`config.mk`:
```
export PLATFORM = sky130hd
export DESIGN_NAME = uart_frame_sender
export DESIGN_NICKNAME = d
export VERILOG_FILES = /design/src/rtl/definitions_pkg.sv /design/src/rtl/uart_frame_sender.sv
export SDC_FILE = /design/constraint.sdc
export NUM_CORES = 1
export LEC_CHECK = 0
export ABC_AREA = 0
export BUFFER_PORTS_ARGS = -buffer_cell sky130_fd_sc_hd__buf_2
export CAP_MARGIN = 20
export CORE_UTILIZATION = 45
export CTS_CLUSTER_SIZE = 25
export DETAILED_ROUTE_END_ITERATION = 10
export GPL_TIMING_DRIVEN = 0
export PLACE_DENSITY = 0.7
export RECOVER_POWER = 25
export SLEW_MARGIN = 20
export SYNTH_ARGS = -nofsm -noshare
export SYNTH_HDL_FRONTEND = slang
export SYNTH_SLANG_ARGS = --single-unit
```
`constraint.sdc`:
```
create_clock -name clk -period 2.2 [get_ports clk]
set_input_delay 0.44 -clock clk [delete_from_list [all_inputs] [get_ports clk]]
set_output_delay 0.44 -clock clk [all_outputs]
set_load 0.01 [all_outputs]
```
`src/rtl/definitions_pkg.sv`:
```
`default_nettype none
// +----------------------------------------------------------------------------+
// | definitions_pkg : shared constants and frame-sender state encoding          |
// | Revision 1.0                                                               |
// +----------------------------------------------------------------------------+
package definitions_pkg;

  localparam int         FIFO_WIDTH = 8;
  localparam logic [7:0] FRAME_SYNC = 8'hA5;

  typedef enum logic [2:0] {
    IDLE  = 3'd0,
    HDR   = 3'd1,
    FETCH = 3'd2,
    WAIT  = 3'd3,
    SEND  = 3'd4,
    FIN   = 3'd5
`ifdef FRAME_CKSUM_EN
    ,
    CKSUM = 3'd6
`endif
  } frame_state_e;

endpackage
`default_nettype wire

```
`src/rtl/uart_frame_sender.sv`:
```
`default_nettype none
// +----------------------------------------------------------------------------+
// | uart_frame_sender : streams header + frame-buffer pixels into the UART FIFO |
// | Optional trailing checksum byte when FRAME_CKSUM_EN is defined.            |
// | Revision 1.0                                                               |
// +----------------------------------------------------------------------------+
module uart_frame_sender
  import definitions_pkg::*;
#(
  parameter int IMG_W  = 64,
  parameter int IMG_H  = 64,
  parameter int ADDR_W = 12
) (
  input  logic                  clk,
  input  logic                  rst,
  input  logic                  start,
  output logic                  busy,
  output logic                  done,
  output logic                  rd_en,
  output logic [ADDR_W-1:0]     rd_addr,
  input  logic [7:0]            rd_data,
  output logic [FIFO_WIDTH-1:0] tx_wr_data,
  output logic                  tx_wr,
  input  logic                  tx_full
);

  localparam logic [ADDR_W-1:0] LAST_PIX = ADDR_W'(IMG_W * IMG_H - 1);
  localparam logic [15:0]       W16      = 16'(IMG_W);
  localparam logic [15:0]       H16      = 16'(IMG_H);

  frame_state_e      state, state_nx;
  logic [2:0]        hdr_idx;
  logic [ADDR_W-1:0] pix_cnt;
  logic [7:0]        pixel;
  logic [7:0]        hdr_byte;
`ifdef FRAME_CKSUM_EN
  logic [7:0]        cksum;
`endif

  always_comb begin
    case (hdr_idx)
      3'd0:    hdr_byte = FRAME_SYNC;
      3'd1:    hdr_byte = W16[15:8];
      3'd2:    hdr_byte = W16[7:0];
      3'd3:    hdr_byte = H16[15:8];
      3'd4:    hdr_byte = H16[7:0];
      default: hdr_byte = 8'h00;
    endcase
  end

  always_ff @(posedge clk or posedge rst) begin
    if (rst) state <= IDLE;
    else     state <= state_nx;
  end

  // Outputs depend on tx_full combinationally so a stalled byte is never written.
  always_comb begin
    state_nx   = state;
    busy       = (state != IDLE);
    done       = 1'b0;
    rd_en      = 1'b0;
    rd_addr    = '0;
    tx_wr      = 1'b0;
    tx_wr_data = '0;
    case (state)
      IDLE: if (start) state_nx = HDR;
      HDR: begin
        tx_wr_data = hdr_byte;
        if (!tx_full) begin
          tx_wr = 1'b1;
          if (hdr_idx == 3'd4) state_nx = FETCH;
        end
      end
      FETCH: begin
        rd_en    = 1'b1;
        rd_addr  = pix_cnt;
        state_nx = WAIT;
      end
      WAIT: state_nx = SEND;
      SEND: begin
        tx_wr_data = pixel;
        if (!tx_full) begin
          tx_wr = 1'b1;
          if (pix_cnt != LAST_PIX) state_nx = FETCH;
`ifdef FRAME_CKSUM_EN
          else                     state_nx = CKSUM;
`else
          else                     state_nx = FIN;
`endif
        end
      end
`ifdef FRAME_CKSUM_EN
      CKSUM: begin
        tx_wr_data = cksum;
        if (!tx_full) begin
          tx_wr    = 1'b1;
          state_nx = FIN;
        end
      end
`endif
      FIN: begin
        done     = 1'b1;
        state_nx = IDLE;
      end
      default: state_nx = IDLE;
    endcase
  end

  always_ff @(posedge clk or posedge rst) begin
    if (rst) begin
      hdr_idx <= '0;
      pix_cnt <= '0;
      pixel   <= '0;
`ifdef FRAME_CKSUM_EN
      cksum   <= '0;
`endif
    end else begin
      case (state)
        IDLE: if (start) begin
          hdr_idx <= '0;
          pix_cnt <= '0;
`ifdef FRAME_CKSUM_EN
          cksum   <= '0;
`endif
        end
        HDR: if (!tx_full) hdr_idx <= (hdr_idx == 3'd4) ? 3'd0 : hdr_idx + 3'd1;
        WAIT: pixel <= rd_data;
        SEND: if (!tx_full) begin
`ifdef FRAME_CKSUM_EN
          cksum <= cksum + pixel;
`endif
          // Holding at the last index keeps the counter from wrapping mid-frame.
          if (pix_cnt != LAST_PIX) pix_cnt <= pix_cnt + 1'b1;
        end
        FIN: pix_cnt <= '0;
        default: ;
      endcase
    end
  end

endmodule
`default_nettype wire

```
==> results.md <==
- The timing endpoint of the critical path is tx_wr_data[2].
- The measured slew at the worst slew-check pin is ~1.0 ns.
- The post-synthesis average cell area is 9.31 sq um.
- The number of fill cells is about 340.
- Of the post-synthesis cell area, the dominant cell type holds 37.2%.
- The number of design rule violations left after detail routing is 0.
- The fraction of layout instances using a drive strength above 1 is approximately a third.
- The highest achievable clock rate is between 0.4 and 0.5 GHz.
- Compared with the post-synthesis result, the final layout area differs by 19.7%.
- The worst register-to-register path has a setup slack of between 0.4 and 0.5 ns.
- The min-delay analysis places its worst path in the category input port to flip-flop.
- The worst setup path is of the flip-flop to output port kind.
- The worst-case headroom to the max-slew limit is between 30% and 40%.
- The number of global-route vias before repair is 1396.
- On the worst path, the slowest cell contributes a delay of approximately 0.42 ns.
- The total half-perimeter wirelength after legalization and detailed placement is 2810 microns.
- The final wirelength is between 4000 and 5000 microns.
- Summed over all cells, the static leakage comes to slightly above 1 nW.
- The synthesized design contains 26 register bits.
- The core outline area is 3690 sq um.
- The fraction of the yosys area taken by sequential cells is a little under two fifths.
- For this design, the slowest cell found on the critical path is sky130_fd_sc_hd__dfrtp_1.
- The startpoint of the most critical register-to-register path is pix_cnt[0]$_DFFE_PP0P_.
- The final global-route overflow total is 0.
- Measured along the x axis, the die boundary spans between 60 and 70 microns.
- The area taken by multi-input logic gates is 976 sq um.
- The uppermost layer routed is met4.
- Across the routed clock network, the largest skew measured is 0.00133 ns.
- The worst-case IR drop observed on VDD is ~0.72 mV.
- The number of clock buffers added by TritonCTS is 3.
- The congestion estimate from routability-driven global placement came to around 0.82.
- The clock tree from TritonCTS is yes.
- The cell area that synthesis handed to floorplanning was about 1800 sq um.
- Counting cells, the worst reg-to-reg path comes to 7.
- Clock latency on the worst-skew pair, taken at its later pin, is 0.27 ns.
- The ratio of final minimum period to clock period is 95.9%.
- In the final layout, flip-flops and latches occupy approximately 650 sq um.
- The final layout contains between 200 and 250 nets.
- The kind of end point of the critical path is an output port.
- The post-synthesis net count is roughly 200.
- The total count of hold-check failures in the final report was 0.
- The number of standard cells after synthesis is 188.
- STA classifies the critical path startpoint as a flip-flop.
- Detailed routing inserted a total of approximately 1600 vias.
- The first global-routing pass estimated ~6600 microns of wire.
- The floorplan die area is approximately 4100 sq um.
- Sorting the synthesized cells by how often they occur yields sky130_fd_sc_hd__dfrtp_1, sky130_fd_sc_hd__and2_1, sky130_fd_sc_hd__nand2_1.
- Setup violations remaining at the end of the flow were counted as 0.
- The clock passes through at most 2 buffers.
- The initial antenna violation count is 0.
- The number of antenna diodes in the final layout is 0.
- The arrival time at the worst endpoint is 1.67 ns.
- The vias per cell is 5.70.
- After detailed routing, the wire length on met1 is just under 2000 microns.
- The initialized floorplan defines 22 standard-cell rows.
- Dividing the detail-routed wire length by the instance count gives approximately 14 microns.
- The number of buffer cells added on primary ports is 35.
- The overall routing resource usage is about a fifth.
- At the worst endpoint, the required time is ~1.8 ns.
- The top cell type by total area after synthesis is sky130_fd_sc_hd__dfrtp_1.
- The most instantiated flip-flop cell in the synthesis netlist is sky130_fd_sc_hd__dfrtp_1.
- The run finished with clean final reports.
- Of all flip-flops after synthesis, the portion carrying an async set or reset was 100%.
- The number of placed instances, taps included, is ~270.
- The tree is rooted in a sky130_fd_sc_hd__clkbuf_8.
- The met3 wire length is ~140 microns.
- In this run the worst path has a maximum fanout of 10.
- The count of max-cap constraint violations is 0.
- The total stage count of the critical path is 6.
- The netlist uses between 40 and 50 different library cells.
- The clock input transition at the sequential cells of the worst setup and hold paths is approximately 0.090 ns.
- Yosys instantiated no cell more often than sky130_fd_sc_hd__dfrtp_1.
- After the flow finishes, the layout carries non-filler instances totaling about 280.
- The post-detailed-route count of antenna-violating nets is 0.
- The clock sink count is 26.
- In this run, the number of DRC markers left after iteration 0 of detailed routing was around 110.
- Yosys printed 0 warnings.
- The worst hold slack across all endpoints is 0.394 ns.
- Ranked by total cell area, the synthesized netlist is headed by sky130_fd_sc_hd__dfrtp_1, sky130_fd_sc_hd__and2_1, sky130_fd_sc_hd__mux2_2, sky130_fd_sc_hd__o31ai_1, sky130_fd_sc_hd__a31oi_1.
- The pin count of the biggest net entering global routing is 27.
- The met2 wire length is between 1500 and 2000 microns.
- The worst path in the final design needs a cycle of between 2 and 2.5 ns, including I/O delays and setup.
- The power per cell area is around 950 nW/um^2.
- In this run the critical register-to-register path is captured at pix_cnt[3]$_DFFE_PP0P_.
- The number of hold buffers added after CTS is 0.
- The count of flip-flops with a built-in enable after synthesis is 0.
- The critical path buffer and inverter count is 3.
- The source of the critical timing path is state[0]$_DFFE_PP0P_.
- The die outline height is ~64 microns.
- The effective utilization at floorplan is 47.5%.
- The final max-slew violation count is 0.
- For this design the top-level I/O count stands at 36.
- The depth of the CTS H-tree is 1.
- The critical path goes through buf_6, nor2b_1, buf_4, nand3b_1, a21oi_1, buf_2.
- The category of cells accounting for the largest share of critical-path delay is buffers and inverters.
- For this run, the detailed router's first-pass iteration total came to 4.
==> stage by stage <==
| stage | total power, mW | cell area [sq um] | util [%] | setup TNS (ns) | setup WS, ns |
|---|---|---|---|---|---|
| CTS | 1.94 | 2060 | 55.9 | 0 | 0.0463 |
| detailed placement | 1.54 | 1990 | 53.8 | 0 | 0.107 |
| finish | 1.98 | 2090 | 56.8 | 0 | 0.0904 |
| floorplan | 1.31 | 1750 | - | 0 | 0.455 |
| global route | 2.13 | 2090 | 56.8 | -0.0289 | -0.0206 |
| global placement | 1.52 | 1990 | 53.8 | 0 | 0.136 |
==> kinds of logic after synthesis <==
kind of cell | count (synthesis) | share of synthesized area [%]
flops | 26 | 37.2
mux | 10 | 6.29
simple gates | 74 | 25.8
xor+xnor | 1 | 0.500
fa+ha+maj | 4 | 2.86
compound gates | 48 | 19.3
buf+inv | 25 | 8.08
==> sequential cells by signal (all words and copies together), names as in the netlist <==
name and cells:
hdr_idx 3, pix_cnt 12, pixel 8, state 3
==> worst register-to-register path, stage by stage, from the launching register on <==
cell and delay (ns):
sky130_fd_sc_hd__dfrtp_1 0.42, sky130_fd_sc_hd__ha_1 0.26, sky130_fd_sc_hd__and4_1 0.20, sky130_fd_sc_hd__buf_6 0.14
sky130_fd_sc_hd__and4_4 0.15, sky130_fd_sc_hd__buf_6 0.14, sky130_fd_sc_hd__o31ai_1 0.22, sky130_fd_sc_hd__o21ai_0 0.13
==> worst min-delay path by stage <==
stage                           startpoint                     end  slack [ns]  depth (start not counted)
detailed placement    pixel[1]$_DFFE_PP0P_    pixel[1]$_DFFE_PP0P_        0.48                          1
global route                    rd_data[5]    pixel[5]$_DFFE_PP0P_        0.39                          2
global placement      pixel[1]$_DFFE_PP0P_    pixel[1]$_DFFE_PP0P_        0.48                          1
floorplan           pix_cnt[8]$_DFFE_PP0P_  pix_cnt[8]$_DFFE_PP0P_        0.46                          1
finish                          rd_data[5]    pixel[5]$_DFFE_PP0P_        0.39                          2
CTS                             rd_data[5]    pixel[5]$_DFFE_PP0P_        0.39                          2
==> cell usage in the layout (no fill, tap or decap), types with 3 or more instances in the layout <==
cell type	count
sky130_fd_sc_hd__nand2_1	12
sky130_fd_sc_hd__inv_1	8
sky130_fd_sc_hd__a41oi_1	3
sky130_fd_sc_hd__o31ai_1	8
sky130_fd_sc_hd__buf_2	41
sky130_fd_sc_hd__o21ai_0	7
sky130_fd_sc_hd__mux2_2	8
sky130_fd_sc_hd__and4_1	4
sky130_fd_sc_hd__a21oi_1	6
sky130_fd_sc_hd__nor2_1	7
sky130_fd_sc_hd__a31oi_1	8
sky130_fd_sc_hd__buf_6	4
sky130_fd_sc_hd__and3_1	4
sky130_fd_sc_hd__nor2b_1	3
sky130_fd_sc_hd__nand3_1	6
sky130_fd_sc_hd__clkbuf_8	3
sky130_fd_sc_hd__dfrtp_1	26
sky130_fd_sc_hd__buf_4	6
sky130_fd_sc_hd__o21ai_1	3
sky130_fd_sc_hd__ha_1	4
sky130_fd_sc_hd__nand4_1	7
sky130_fd_sc_hd__and2_1	17
==> report_power, final <==
part,total [mW],switching (mW),internal (mW)
Clock,0.399,0.156,0.243
Combinational,0.906,0.496,0.410
Sequential,0.678,0.0773,0.600
Total,1.98,0.729,1.25
==> repair_timing <==
action	4_1_cts	5_1_grt
hold endpoints to repair	0	0
resized for setup	2	5
endpoints found under the setup margin	10	14
cloned	0	0
setup buffers	0	2
==> final cells by class <==
| class | count | area share, % |
|---|---|---|
| clock inverters | 1 | 1.43 |
| well taps | 48 | 2.87 |
| plain buffers | 17 | 5.56 |
| multi-input cells | 137 | 46.6 |
| flip-flops and latches | 26 | 31.1 |
| clock buffers | 3 | 1.97 |
| inverters | 8 | 1.43 |
| repair buffers | 37 | 9.08 |
==> per-layer routing <==
metal,GRT usage [%],up-vias
li1,-,766
met1,27.7,774
met2,33.0,37
met3,2.14,2
met4,5.56,0
met5,0,-
Note: power is estimated with default switching activity, not from simulation.
